**src/rtl/led_pkg.sv**
```systemverilog
// Shared constants for the LED fader block on the 12 MHz board design.
// CLK_HZ   : system clock frequency
// LED_CH   : number of LED channels driven by the fader
// *_DEF    : default brightness resolution and fade timing
package led_pkg;

  localparam int CLK_HZ       = 12_000_000;
  localparam int LED_CH       = 4;
  localparam int PWM_BITS_DEF = 8;
  // 255 steps * 11718 cycles / 12 MHz is roughly a 250 ms full ramp.
  localparam int FADE_DIV_DEF = 11718;
  localparam int STEP_DEF     = 1;

endpackage

```
**src/rtl/led_fade_ch.sv**
```systemverilog
// One fader channel: holds the on/off target, the brightness level, the
// clamped step toward the target and the registered PWM comparator.
// Ports:
//   clk, rst       : clock, asynchronous active-high reset
//   pattern_valid  : strobe qualifying pattern_bit
//   pattern_bit    : new target for this channel (1 = full on)
//   fade_tick      : level update enable, one cycle per fade period
//   pwm_cnt        : shared free-running PWM counter
//   level          : current brightness level (registered)
//   led            : PWM output, registered (level > pwm_cnt)
//   mismatch_next  : next level differs from next target (feeds busy)
module led_fade_ch
  import led_pkg::*;
#(
  parameter int PWM_BITS = PWM_BITS_DEF,
  parameter int STEP     = STEP_DEF
) (
  input  logic                clk,
  input  logic                rst,
  input  logic                pattern_valid,
  input  logic                pattern_bit,
  input  logic                fade_tick,
  input  logic [PWM_BITS-1:0] pwm_cnt,
  output logic [PWM_BITS-1:0] level,
  output logic                led,
  output logic                mismatch_next
);

  localparam logic [PWM_BITS-1:0] MAX = '1;

  logic                target_on;
  logic                target_on_next;
  logic [PWM_BITS-1:0] target_next;
  logic [PWM_BITS-1:0] level_next;

  // Move cur one STEP toward tgt without passing it. One headroom bit plus a
  // sign bit keep cur+STEP and cur-STEP exact before the clamp.
  function automatic logic [PWM_BITS-1:0] step_clamp(
    input logic [PWM_BITS-1:0] cur,
    input logic [PWM_BITS-1:0] tgt
  );
    logic signed [PWM_BITS+1:0] cur_s;
    logic signed [PWM_BITS+1:0] tgt_s;
    logic signed [PWM_BITS+1:0] step_s;
    logic signed [PWM_BITS+1:0] up_s;
    logic signed [PWM_BITS+1:0] dn_s;
    logic [PWM_BITS-1:0]        res;
    cur_s  = signed'({2'b00, cur});
    tgt_s  = signed'({2'b00, tgt});
    step_s = signed'((PWM_BITS+2)'(STEP));
    up_s   = cur_s + step_s;
    dn_s   = cur_s - step_s;
    res    = cur;
    if (cur_s < tgt_s) begin
      res = (up_s > tgt_s) ? tgt : up_s[PWM_BITS-1:0];
    end else if (cur_s > tgt_s) begin
      res = (dn_s < tgt_s) ? tgt : dn_s[PWM_BITS-1:0];
    end
    return res;
  endfunction

  // A strobe coincident with fade_tick steps toward the new target.
  always_comb begin
    target_on_next = pattern_valid ? pattern_bit : target_on;
    target_next    = target_on_next ? MAX : '0;
    level_next     = fade_tick ? step_clamp(level, target_next) : level;
    mismatch_next  = (level_next != target_next);
  end

  // Stage boundary: target, level and PWM output registers.
  always_ff @(posedge clk or posedge rst) begin
    if (rst) begin
      target_on <= 1'b0;
      level     <= '0;
      led       <= 1'b0;
    end else begin
      target_on <= target_on_next;
      level     <= level_next;
      led       <= (level > pwm_cnt);
    end
  end

endmodule

```
**src/rtl/led_fader.sv**
```systemverilog
// Four-channel PWM fader: each new pattern ramps every LED toward full on or
// full off, one STEP per fade tick, so patterns cross-fade.
// Ports:
//   clk            : 12 MHz system clock
//   rst            : asynchronous active-high reset
//   pattern_valid  : single-cycle strobe qualifying pattern
//   pattern[3:0]   : target pattern, bit i set = LED i fades to full on
//   led[3:0]       : registered PWM drive
//   busy           : registered, high while any level differs from its target
//   levels         : current levels, channel i at [i*PWM_BITS +: PWM_BITS]
module led_fader
  import led_pkg::*;
#(
  parameter int PWM_BITS = PWM_BITS_DEF,
  parameter int FADE_DIV = FADE_DIV_DEF,
  parameter int STEP     = STEP_DEF
) (
  input  logic                       clk,
  input  logic                       rst,
  input  logic                       pattern_valid,
  input  logic [LED_CH-1:0]          pattern,
  output logic [LED_CH-1:0]          led,
  output logic                       busy,
  output logic [LED_CH*PWM_BITS-1:0] levels
);

  localparam int                  FW       = (FADE_DIV > 1) ? $clog2(FADE_DIV) : 1;
  localparam logic [FW-1:0]       FADE_END = FW'(FADE_DIV - 1);
  localparam logic [PWM_BITS-1:0] MAX      = '1;
  localparam logic [PWM_BITS-1:0] PWM_END  = MAX - 1'b1;

  logic [FW-1:0]       fade_cnt;
  logic                fade_tick;
  logic [PWM_BITS-1:0] pwm_cnt;
  logic [LED_CH-1:0]   mismatch_next;

  // Fade timebase runs freely; a strobe does not resync it.
  assign fade_tick = (fade_cnt == FADE_END);

  // Stage boundary: shared counters and busy register.
  always_ff @(posedge clk or posedge rst) begin
    if (rst) begin
      fade_cnt <= '0;
      pwm_cnt  <= '0;
      busy     <= 1'b0;
    end else begin
      fade_cnt <= fade_tick ? '0 : fade_cnt + 1'b1;
      // Period of MAX cycles so level MAX compares above every count.
      pwm_cnt  <= (pwm_cnt == PWM_END) ? '0 : pwm_cnt + 1'b1;
      busy     <= |mismatch_next;
    end
  end

  for (genvar i = 0; i < LED_CH; i++) begin : g_ch
    led_fade_ch #(
      .PWM_BITS (PWM_BITS),
      .STEP     (STEP)
    ) u_ch (
      .clk           (clk),
      .rst           (rst),
      .pattern_valid (pattern_valid),
      .pattern_bit   (pattern[i]),
      .fade_tick     (fade_tick),
      .pwm_cnt       (pwm_cnt),
      .level         (levels[i*PWM_BITS +: PWM_BITS]),
      .led           (led[i]),
      .mismatch_next (mismatch_next[i])
    );
  end

endmodule

```
**config.mk**
```make
export PLATFORM = sky130hd
export DESIGN_NAME = led_fader
export DESIGN_NICKNAME = d
export VERILOG_FILES = /design/src/rtl/led_pkg.sv /design/src/rtl/led_fade_ch.sv /design/src/rtl/led_fader.sv
export SDC_FILE = /design/constraint.sdc
export NUM_CORES = 1
export LEC_CHECK = 0
export BUFFER_PORTS_ARGS = -buffer_cell sky130_fd_sc_hd__buf_2
export CAP_MARGIN = 40
export CORE_MARGIN = 1.5
export CORE_UTILIZATION = 30
export DETAILED_ROUTE_END_ITERATION = 16
export GPL_TIMING_DRIVEN = 1
export HOLD_SLACK_MARGIN = 0.03
export PLACE_DENSITY = 0.55
export SLEW_MARGIN = 20
export SYNTH_ARGS = -nofsm -noshare
export SYNTH_HDL_FRONTEND = slang
export SYNTH_SLANG_ARGS = --single-unit
```
**constraint.sdc**
```tcl
create_clock -name clk -period 6.7 [get_ports clk]
set_input_delay 1.34 -clock clk [delete_from_list [all_inputs] [get_ports clk]]
set_output_delay 1.34 -clock clk [all_outputs]
set_load 0.01 [all_outputs]
```
==> impl_metrics.yaml <==
yosys:
  synth_xor_area_share_pct: 6.63
  synth_area_leaders: "ha_1, dfrtp_1, xor2_1"
  synth-edff-count: 0
  yosysWarnings: 0
  ys_types: 90
  syn_inst: 929
  yosys.area.top_type: "ha_1"
  yosys_most_used_dff: "dfrtp_1"
  yosysSeqAreaShare_pct: 20.2
  ys_ff_latch: 63
  ys_async_sr_fraction_pct: 100
  yosys.area_share.simple_pct: 22.9
  syn_area_per_cell_um2: 8.39
  netlist.area_leader.share_pct: 22.5
  synthAdderAreaFrac_pct: 22.5
  synth_compound_area_share_pct: 22.0
  synth_top_family_by_area: "simple AND/OR/NAND/NOR gates"
  synth_fp_nets: 1076
  synth_mux_area_share_pct: 1.12
  syn_area_um2: 7790
final_layout:
  fin_nets: 1105
  drive_above_1_share_pct: 10.4
  fill_cells: 2623
  antenna_cells: 0
  areaGrowthSynthToFinish_pct: 10.7
timing:
  timing.setup.tns_ns: 0
  hold_violations: 0
  worst_slack_ns: 1.60
  slew_headroom_pct: 42.5
  clock_skew_ns: 0.00703
  min_period_over_period_pct: 76.1
  fin_crit_ns: 5.10
  max_freq_mhz: 196
  finalSetupViolations: 0
  rsz0062_at_grt: "false"
  worst_pin_slew_ns: 0.844
  slew_viol_final: 0
placement:
  io_buffers: 43
  routabilityCongestion: 0.862
  place_hpwl_mm: 15.9
  preCtsSetupSlack_ns: 1.23
power_and_ir_drop:
  internal_power_mw: 0.799
  clockPowerShare_pct: 38.5
  switching_share_pct: 32.3
  p_per_area_nw_per_um2: 137
  p_leak_nw: 4.06
  p_seq_share_pct: 34.4
  pwr-share-comb_pct: 27.2
  vdd_drop_max_mv: 0.0970
  power.switching_mw: 0.381
critical_path:
  crit_fanout: 28
  crit_arrival_ns: 5.29
  start_kind: "input pin"
  path_class: "input pin to flop"
  endpoint_kind: "flop"
  cp.required_ns: 6.89
worst_hold_path:
  min_path_type: "flop to flop"
clocking:
  cts_setup_buffers: 0
  cts-hold-fix-buffers: 0
  cts_buffers: 9
  htreeDepth: 3
  clock_latency_ns: 0.33
  root_buffer: "clkbuf_16"
  cts_tree: "yes"
  clk_pin_slew_worst_paths_ns: 0.06
  cts.sink_count: 63
  cts_buffer_depth: 2
  post_cts_resized: 0
global_routing:
  grtUsageMet1_pct: 22.8
  grt_pass1_vias: 6826
  grtUsageMet3_pct: 2.12
  overflow: 0
  grt_max_degree: 64
  antenna_found_initial: 0
  grt-busiest-layer: "met2"
  grt_pass1_wl_mm: 35.2
  grtUsageTotal_pct: 16.2
  grtUsageMet2_pct: 25.6
job:
  cap_violations: 0
die:
  core_um2: 25300
  pin_count: 44
  die_x_um: 164
  rows: 58
  start_util_pct: 30.8
  dieArea_um2: 26900
  chipHeight_um: 164
route:
  firstDrtPassIters: 6
  drt_iter0_drc: 433
  drc: 0
  dr_total_vias: 7166
  wl_mm: 21.4
  wl_per_cell_um: 16.6
  antenna_left: 0
  via_per_inst: 5.54
status:
  status: "finished clean"
final timing paths:
path                                        from                     to  slack [ns]  cells past startpoint
min reg2reg                         fade_cnt[12]           fade_cnt[12]        0.50                      1
max                                pattern_valid                   busy        1.60                     15
max reg2reg                g_ch[0].u_ch.level[0]                   busy        1.95                     16
min                                 fade_cnt[12]           fade_cnt[12]        0.50                      1
min in group asynchronous                    rst            fade_cnt[9]        1.06                      3
max in group asynchronous                    rst  g_ch[0].u_ch.level[4]        5.11                      4
power groups by stage:
| stage | sequential, mW | combinational (mW) | clock (mW) |
|---|---|---|---|
| final | 0.406 | 0.321 | 0.454 |
| after global routing | 0.407 | 0.365 | 0.482 |
| after CTS | 0.406 | 0.318 | 0.468 |
| after detailed placement | 0.412 | 0.315 | 0 |
| after global placement | 0.413 | 0.313 | 0 |
| after floorplan | 0.403 | 0.248 | 0 |
Yosys cell counts, types with 4 or more instances:
| cell type | instances |
|---|---|
| xnor2_1 | 26 |
| o21bai_1 | 4 |
| mux2i_1 | 4 |
| a211o_1 | 6 |
| buf_4 | 4 |
| nand3b_1 | 8 |
| ha_1 | 140 |
| o21ai_0 | 35 |
| a2111oi_0 | 4 |
| o211a_1 | 4 |
| dfrtp_1 | 63 |
| inv_1 | 46 |
| and3_1 | 17 |
| nor3_1 | 27 |
| buf_2 | 10 |
| nand3_1 | 36 |
| nor4_1 | 6 |
| a31oi_1 | 8 |
| a21o_1 | 15 |
| or3_1 | 11 |
| nand4_1 | 28 |
| o221ai_1 | 4 |
| o211ai_1 | 16 |
| o31ai_1 | 9 |
| nor2_1 | 64 |
| a211oi_1 | 22 |
| nor2b_1 | 16 |
| a21oi_1 | 45 |
| xor2_1 | 33 |
| o21a_1 | 14 |
| and4_1 | 4 |
| clkbuf_1 | 13 |
| nand2b_1 | 18 |
| o21ai_1 | 8 |
| or2_2 | 4 |
| nand2_1 | 62 |
| or4_1 | 6 |
| nor4b_1 | 4 |
logic make-up after synthesis:
| group | Yosys count |
|---|---|
| AND/OR/NAND/NOR | 334 |
| flip-flops | 63 |
| buffers and inverters | 84 |
| XOR/XNOR | 59 |
| adder cells (fa/ha/maj) | 140 |
| multiplexers | 7 |
| AO/OA/AOI/OAI | 242 |
final cells by class:
cell class,count,area [µm²],share of cell area [%]
multi-input cells,782,5860,68.0
clock inverters,6,61.3,0.711
clock buffers,10,229,2.65
well taps,330,413,4.79
flip-flops and latches,63,1580,18.3
inverters,50,188,2.18
repair buffers,52,295,3.42
critical path, stage by stage:
cell,delay (ns)
buf_2,0.22
mux2i_2,0.23
buf_4,0.33
inv_1,0.20
ha_1,0.25
nor2b_1,0.10
o211ai_1,0.08
a21oi_1,0.50
nor2_1,0.27
and3_1,0.26
a211oi_1,0.44
nand3_1,0.13
or4_1,0.43
o41ai_2,0.35
nand4_1,0.13
stage by stage:
stage               total power [mW]  instance area (µm²)  hold slack [ns]  std cells  util [%]
finish                          1.18                 8620            0.499       1293      34.1
global route                    1.25                 8620            0.540       1293      34.1
CTS                             1.19                 8600            0.499       1292      34.0
detailed placement             0.728                 8310            0.492       1276      32.8
global placement               0.726                 8310            0.488       1276      32.8
floorplan                      0.651                 7790            0.461        929         -
cell usage in the layout (no fill, tap or decap), types with 4 or more instances in the layout:
cell type  instances
o211a_1            4
o21ai_0           35
and4_1             4
or2_2              4
buf_4              8
o21ai_1            8
nor2_1            64
inv_1             45
and3_1            17
nand3b_1           8
a211oi_1          22
a2111oi_0          4
nor3_1            27
o31ai_1            9
a21oi_1           45
a211o_1            6
nand2_1           62
a21o_1            15
nand4_1           28
a31oi_1            8
nand3_1           36
dfrtp_1           63
or4_1              6
o21a_1            14
ha_1             140
o211ai_1          16
xor2_1            33
nor2b_1           16
nand2b_1          18
clkbuf_16          9
nor4b_1            4
or3_1             11
xnor2_1           26
nor4_1             6
buf_2             43
o21bai_1           4
o221ai_1           4
state kept, by name, summed over array words and instances, names as in the netlist:
signal,cells
busy,1
fade_cnt,14
g_ch.u_ch.led,4
g_ch.u_ch.level,32
g_ch.u_ch.target_on,4
pwm_cnt,8
layer usage:
metal	wire length, µm	share of wire [%]	vias to the layer above
met4	508	2.4	0
met5	0	0	-
met3	1130	5.3	47
met1	10300	48	3347
met2	9480	44	209
li1	-	-	3563
(Power assumes the default switching activity.)
